**config.mk**
```make
export PLATFORM = sky130hd
export DESIGN_NAME = rv32_reg_file
export DESIGN_NICKNAME = d
export VERILOG_FILES = /design/src/rtl/rv32_pkg.sv /design/src/rtl/rv32_rf_read_port.sv /design/src/rtl/rv32_reg_file.sv
export SDC_FILE = /design/constraint.sdc
export NUM_CORES = 2
export LEC_CHECK = 0
export CORE_MARGIN = 5
export CORE_UTILIZATION = 35
export CTS_BUF_LIST = sky130_fd_sc_hd__clkbuf_4
export DETAILED_ROUTE_END_ITERATION = 7
export PLACE_DENSITY = 0.46
export SLEW_MARGIN = 20
export SYNTH_ARGS = -nofsm -noshare
export SYNTH_HDL_FRONTEND = slang
export SYNTH_HIERARCHICAL = 1
export SYNTH_SLANG_ARGS = --single-unit
```
**constraint.sdc**
```tcl
create_clock -name ip_clk -period 3.4 [get_ports ip_clk]
set_input_delay 0.68 -clock ip_clk [delete_from_list [all_inputs] [get_ports ip_clk]]
set_output_delay 0.68 -clock ip_clk [all_outputs]
set_load 0.02 [all_outputs]
```
**src/rtl/rv32_pkg.sv**
```systemverilog
// Shared RV32 core constants: register file geometry
// and write-back select encoding.
package rv32_pkg;

  localparam int XLEN       = 32;
  localparam int NREG       = 32;
  localparam int REG_ADDR_W = 5;

  localparam logic [REG_ADDR_W-1:0] REG_ZERO = 5'd0;

  localparam logic [1:0] WB_SEL_ALU  = 2'b00;
  localparam logic [1:0] WB_SEL_MEM  = 2'b01;
  localparam logic [1:0] WB_SEL_PC   = 2'b10;
  localparam logic [1:0] WB_SEL_ZERO = 2'b11;

endpackage

```
**src/rtl/rv32_rf_read_port.sv**
```systemverilog
// One combinational register-file read port:
// x0 check, range check and write-back bypass.
module rv32_rf_read_port
  import rv32_pkg::*;
#(
  parameter int XLEN_P    = XLEN,
  parameter int NREG_P    = NREG,
  parameter int ADDR_W    = REG_ADDR_W,
  parameter bit BYPASS_EN = 1'b1
) (
  input  logic                         en,
  input  logic [ADDR_W-1:0]            addr,
  input  logic [NREG_P-1:0][XLEN_P-1:0] regs,
  input  logic                         wr_hit,
  input  logic [ADDR_W-1:0]            wr_addr,
  input  logic [XLEN_P-1:0]            wr_data,
  output logic [XLEN_P-1:0]            data
);

  logic [XLEN_P-1:0] stored;

  // Out-of-range addresses match no entry and read 0.
  always_comb begin
    stored = '0;
    for (int i = 0; i < NREG_P; i++) begin
      if (int'(addr) == i) begin
        stored = regs[i];
      end
    end
  end

  always_comb begin
    data = '0;
    if (en && (addr != '0)) begin
      data = stored;
      if (BYPASS_EN && wr_hit &&
          (addr == wr_addr)) begin
        data = wr_data;
      end
    end
  end

endmodule

```
**src/rtl/rv32_reg_file.sv**
```systemverilog
// Integer register file x0..x31 with two bypassed
// read ports, a debug port and a commit counter.
module rv32_reg_file
  import rv32_pkg::*;
#(
  parameter int XLEN_P    = XLEN,
  parameter int NREG_P    = NREG,
  parameter int ADDR_W    = REG_ADDR_W,
  parameter bit BYPASS_EN = 1'b1
) (
  input  logic              ip_clk,
  input  logic              ip_rst_n,
  input  logic              ip_RegWrite,
  input  logic [ADDR_W-1:0] ip_rd_addr,
  input  logic [XLEN_P-1:0] ip_Writeback_data,
  input  logic [ADDR_W-1:0] ip_rs1_addr,
  input  logic [ADDR_W-1:0] ip_rs2_addr,
  output logic [XLEN_P-1:0] op_rs1_data,
  output logic [XLEN_P-1:0] op_rs2_data,
  input  logic [ADDR_W-1:0] ip_dbg_addr,
  output logic [XLEN_P-1:0] op_dbg_data,
  output logic [31:0]       op_wr_count
);

  logic [NREG_P-1:0][XLEN_P-1:0] regs_q;
  logic [NREG_P-1:0][XLEN_P-1:0] regs_d;
  logic [31:0]                   wr_count_q;
  logic [31:0]                   wr_count_d;
  logic [ADDR_W:0]               rd_ext;
  logic                          wr_hit;

  assign rd_ext = {1'b0, ip_rd_addr};

  assign wr_hit = ip_RegWrite &&
                  (ip_rd_addr != ADDR_W'(REG_ZERO)) &&
                  (rd_ext < (ADDR_W+1)'(NREG_P));

  always_comb begin
    regs_d     = regs_q;
    wr_count_d = wr_count_q;
    if (wr_hit) begin
      for (int i = 1; i < NREG_P; i++) begin
        if (int'(ip_rd_addr) == i) begin
          regs_d[i] = ip_Writeback_data;
        end
      end
      wr_count_d = wr_count_q + 32'd1;
    end
    regs_d[0] = '0;
  end

  always_ff @(posedge ip_clk or negedge ip_rst_n) begin
    if (!ip_rst_n) begin
      regs_q     <= '0;
      wr_count_q <= '0;
    end else begin
      regs_q     <= regs_d;
      wr_count_q <= wr_count_d;
    end
  end

  rv32_rf_read_port #(
    .XLEN_P   (XLEN_P),
    .NREG_P   (NREG_P),
    .ADDR_W   (ADDR_W),
    .BYPASS_EN(BYPASS_EN)
  ) u_rs1 (
    .en     (ip_rst_n),
    .addr   (ip_rs1_addr),
    .regs   (regs_q),
    .wr_hit (wr_hit),
    .wr_addr(ip_rd_addr),
    .wr_data(ip_Writeback_data),
    .data   (op_rs1_data)
  );

  rv32_rf_read_port #(
    .XLEN_P   (XLEN_P),
    .NREG_P   (NREG_P),
    .ADDR_W   (ADDR_W),
    .BYPASS_EN(BYPASS_EN)
  ) u_rs2 (
    .en     (ip_rst_n),
    .addr   (ip_rs2_addr),
    .regs   (regs_q),
    .wr_hit (wr_hit),
    .wr_addr(ip_rd_addr),
    .wr_data(ip_Writeback_data),
    .data   (op_rs2_data)
  );

  // Debug sees committed state only, never the bypass.
  always_comb begin
    op_dbg_data = '0;
    for (int i = 0; i < NREG_P; i++) begin
      if (ip_rst_n && (int'(ip_dbg_addr) == i)) begin
        op_dbg_data = regs_q[i];
      end
    end
  end

  assign op_wr_count = wr_count_q;

endmodule
```
## After elaboration in Yosys (flattened, before gate mapping)

Cells that the tools add are included.

- Bits in registers: 1,024
- Input port bits: 55
- Output and inout bits: 128
- Logic and storage cells: 328

- Add/subtract/negate cells: 1
- $lt $le $gt $ge: 1
- Equal/unequal tests: 126
- Multiplexer cells: 97
- Reduce and logical (&&, ||, !) cells: 71

Operators by type and width:

| cell | number |
|---|---|
| two-way mux 32 bit | 97 |
| equality test 5 bit, second input constant | 64 |
| equality test 5 x 4 -> 1 bit, second input constant | 32 |
| equality test 5 x 3 -> 1 bit, second input constant | 16 |
| AND reduction 2 bit | 31 |
| equality test 5 x 2 -> 1 bit, second input constant | 8 |
| logical AND 1 bit | 37 |
| adder 32 x 1 -> 32 bit, second input constant | 1 |
| equality test 5 x 1 -> 1 bit, second input constant | 4 |
| nonzero test 5 bit | 3 |
| equality test 5 bit | 2 |
| less-than comparator 5 x 6 -> 1 bit, second input constant | 1 |

## Longest topological paths before layout

- Word-level depth: 34
- Depth in mapped cells: 12
- Gate-level depth less buffers: 8

## Modules after synthesis

The synthesis kept the hierarchy.

By module, submodules not included:

| module | instances | cells each | area each (µm²) | seq. area each (µm²) |
|---|---|---|---|---|
| rv32_reg_file | 1 | 3,582 | 46,032.9 | 25,624.6 |
| rv32_rf_read_port | 2 | 1,287 | 8,209.1 | 0.0 |

## Worst setup path before layout

OpenSTA, ideal clock, no wires.

- Kind: input to output
- Start point: in ip_dbg_addr[4]
- End point: out op_dbg_data[19]
- Arrival: 2.793 ns
- Required time: 2.720 ns
- Path slack: -0.073 ns
- Stages on the path: 11
- Buffers on the path: 3
- Cell sequence: buf_6 or4b_4 nor2_4 buf_6 buf_6 a222oi_1 nand3_1 a21oi_1 o21ai_0 a21oi_1 nor4_1

- Cells in the longest elaborated chain, start to end: 33
- Elaborated cells on any way between the ends: 93
- Those cells by class: eq/ne (31); mux (31); reduce/logical (31)

RTL lines:

| what | RTL line | text |
|---|---|---|
| start: declaration | rv32_reg_file.sv:20 | `input logic [ADDR_W-1:0] ip_dbg_addr,` |
| equality test 5 x 2 -> 1 bit | rv32_reg_file.sv:96 | `if (ip_rst_n && (int'(ip_dbg_addr) == i)) begin` |
| logical AND 1 bit | rv32_reg_file.sv:96 |  |
| two-way mux 32 bit (30 in series) | rv32_reg_file.sv:96 |  |
| two-way mux 32 bit (*) | rv32_reg_file.sv:96 |  |
| end: declaration | rv32_reg_file.sv:21 | `output logic [XLEN_P-1:0] op_dbg_data,` |

Mark *: on every way between the ends. The rest lies on a longest branch, timed or not.

## Worst setup path in the final report

- Start point: reg regs_q[229] (netlist name)
- End point: out op_rs2_data[5]

- Cells in the longest elaborated chain, start to end: 27

RTL lines:

| what | RTL line | text |
|---|---|---|
| start: declaration | rv32_reg_file.sv:25 | `logic [NREG_P-1:0][XLEN_P-1:0] regs_q;` |
| start signal: assignment | rv32_reg_file.sv:57 | `regs_q <= regs_d;` |
| two-way mux 32 bit (25 in series) | rv32_rf_read_port.sv:26 | `if (int'(addr) == i) begin` |
| two-way mux 32 bit | rv32_rf_read_port.sv:36 | `if (BYPASS_EN && wr_hit &&` |
| two-way mux 32 bit | rv32_rf_read_port.sv:34 | `if (en && (addr != '0)) begin` |
| end: declaration | rv32_reg_file.sv:19 | `output logic [XLEN_P-1:0] op_rs2_data,` |

Every way passes these cells.

==> impl_metrics.json <==
{
  "route.detailed.drc": 30,
  "die_area_sq_um": 187000,
  "finalCritPeriodShare_pct": 135,
  "fin_ws_ps": -1180,
  "rr_worst_depth": 7,
  "viasPerCell": 7.34,
  "hold-worst-slack_ps": 96.4,
  "crit_path_start_kind": "register",
  "hpwl_mm": 406,
  "fmax_mhz": 218,
  "period_minus_slack_ps": 4580,
  "end_kind": "primary output",
  "fin_setup_tns_ps": -70470,
  "hp-class": "in2async",
  "cts.path.max_buffers": 4,
  "synth-edff-count": 0,
  "syn_inst": 6156,
  "row_count": 155,
  "ant_nets": 0,
  "status": "finished, violations left",
  "max_stage_delay_ps": 430,
  "die_y_microns": 432,
  "drive_above_1_share_pct": 55.7,
  "ys_ff_latch": 1024,
  "path_clk_slew_ps": 70,
  "ys_warn_count": 6,
  "wl_per_cell_microns": 49.1,
  "post-route-util_pct": 53.3,
  "clock-sinks": 1024,
  "clk_latency_ps": 1410,
  "clockRootBuffer": "clkbuf_4",
  "antenna_found_initial": 51,
  "drtIter0Drc": 15100,
  "dieWidth_microns": 432,
  "netlist_area_sq_um": 62500,
  "powerDensity_nw_per_um2": 456,
  "wl_mm": 533,
  "r2r-start": "op_wr_count[0]$_DFFE_PN0P_",
  "dp_slack_ps": -2090,
  "finalNetCount": 8335,
  "ir_drop_mv": 0.395,
  "h-tree-depth": 5,
  "crit_required_ps": 2720,
  "core-area_sq_um": 178000,
  "critical_path_class": "reg2out",
  "grt_overflow": 0,
  "rsz0062_at_grt": "yes",
  "num_vias": 79700,
  "cpMaxStageDelayCell": "dfrtp_1",
  "yosysSeqAreaShare_pct": 41.0,
  "first_global_vias": 72900,
  "skew_ps": 60.2,
  "maxCapViolations": 0,
  "ff2ff_setup_slack_ps": 1300,
  "final_max_slew_viol_count": 0,
  "finalSetupViolations": 96,
  "yosysTopAreaCell": "dfrtp_1",
  "tightest_slew_ps": 1050,
  "grt_max_degree": 118,
  "dominantRegCellSynth": "dfrtp_1",
  "io_buffers": 182,
  "hold_viol": 0,
  "grt_pass1_wl_mm": 687,
  "worstReg2RegEnd": "op_wr_count[24]$_DFFE_PN0P_",
  "syn2layout_area_growth_pct": 52.0,
  "boundaryPins": 183,
  "syn_area_per_cell_sq_um": 10.1,
  "first_pass_iters": 8,
  "initial_utilization_pct": 35.1,
  "leakage_nw": 41.2,
  "relSlewSlack_pct": 30.3,
  "violations": "DRC, setup timing",
  "cts_tree": "yes",
  "crit_chain": "nand3b_1 > o21ai_1 > a32oi_2 > nand4_1 > o31a_1 > buf_6 > o21ai_4 > a41oi_2 > buf_6",
  "synthTopCellsByArea": "dfrtp_1 (41%), mux2_2 (18%), a22oi_1 (5.2%), a221oi_1 (3.1%), a21oi_1 (2.8%)",
  "grtUsageTotal_pct": 54.7,
  "path_max_fanout": 3,
  "arrival_ps": 3900,
  "yosysTopAreaCellShare_pct": 41.0,
  "cts_buffers": 326,
  "synth_async_sr_flop_share_pct": 100,
  "cp_common_cell": "buf_6",
  "gp_congestion": 1.14,
  "synth_cell_types": 105
}
-- per-layer routing --
layer  global-route usage [%]  up-vias  share of wire (%)
met5                     6.87        -               0.49
met4                     34.8       67                9.0
met3                     32.3     2511                 17
met2                     69.2     8523                 36
met1                     68.8    40000                 37
li1                         -    28700                  -
-- worst max-delay path, delay by kind of cell, from the launching register on --
kind	cells	cell delay, ps
AO/OA/AOI/OAI	5	1140
AND/OR/NAND/NOR	2	590
buffers and inverters	2	340
flip-flops	1	430
-- cell usage after synthesis, types with 141 or more instances --
| master | instances |
|---|---|
| dfrtp_1 | 1024 |
| mux2_2 | 1006 |
| a22oi_1 | 436 |
| a21oi_1 | 351 |
| nor2_1 | 345 |
| nand2_1 | 296 |
| clkbuf_1 | 277 |
| o21ai_0 | 248 |
| a221oi_1 | 224 |
| buf_2 | 213 |
| o22ai_1 | 162 |
| a22o_1 | 141 |
-- cells in the final DEF, fill, tap and decap left out, drive strengths merged, types with 53 or more instances in the layout --
master         count
clkbuf           454
o22ai            162
o21ai            264
a22oi            437
a22o             141
nand2            306
and3              72
nor3             118
mux2            1007
conb              64
buf             2243
clkdlybuf4s50     66
a221oi           224
a211oi            60
a222oi            60
dfrtp           1024
a21oi            351
nand3            115
clkinv            53
nand4            113
o221ai            59
nor2             393
-- registers in the layout (all words and copies together), names as in the netlist --
signal and count:
regs_q 992, op_wr_count 32
-- cell families (layout without fill, tap and decap cells) --
| logic type | Yosys count | after routing | share of synthesized area [%] |
|---|---|---|---|
| AO/OA/AOI/OAI | 2088 | 2088 | 23.9 |
| XOR/XNOR | 42 | 42 | 0.589 |
| adder cells (fa/ha/maj) | 1 | 1 | 0.0200 |
| buffers and inverters | 609 | 2855 | 4.49 |
| flip-flops | 1024 | 1024 | 41.0 |
| multiplexers | 1048 | 1048 | 18.9 |
| other | 1 | 106 | 0.00600 |
| AND/OR/NAND/NOR | 1343 | 1343 | 11.1 |
-- through the flow --
step	power [mW]	cell area, sq um	std cells
6_report	43.3	94900	10900
5_1_grt	43.8	94900	10800
2_1_floorplan	20.7	62700	6219
4_1_cts	41.6	92800	10800
3_5_place_dp	27.9	82800	10100
3_3_place_gp	27.7	82800	10100
-- timing repair --
| item | in CTS | in global routing |
|---|---|---|
| pin swaps | 402 | 326 |
| cloned | 2 | 1 |
| setup endpoints to repair | 96 | 96 |
| endpoints found under the hold margin | 280 | 0 |
| buffers inserted | 175 | 86 |
| gates resized for setup | 1297 | 384 |
| hold buffers | 18 | 0 |
-- worst max-delay path by stage --
stage / to / slack [ps] / depth (start not counted) / start
detailed placement: op_dbg_data[4] / -2090 / 15 / ip_dbg_addr[0]
global placement: op_dbg_data[18] / -2470 / 13 / ip_dbg_addr[0]
global route: op_rs2_data[5] / -1120 / 9 / regs_q[229]$_DFFE_PN0P_
CTS: op_dbg_data[1] / -1210 / 10 / regs_q[65]$_DFFE_PN0P_
finish: op_rs2_data[5] / -1180 / 9 / regs_q[229]$_DFFE_PN0P_
floorplan: op_dbg_data[29] / 20 / 10 / ip_dbg_addr[4]
-- cell type report --
type                    instances  area (sq um)
diodes                         42           105
clock buffers                 453          3400
clock inverters                61           323
fillers                     16300         83100
inverters                      12          45.0
multi-input cells            4586         39900
flip-flops and latches       1024         25800
well taps                    2355          2950
repair buffers               2329         22400
-- report_power, final --
group	switching (mW)	total [mW]	internal (mW)	leakage (nW)
logic	6.16	11.4	5.25	26.0
clock network	6.39	12.7	6.27	2.25
registers	4.64	19.2	14.6	12.9
(Power assumes the default switching activity.)
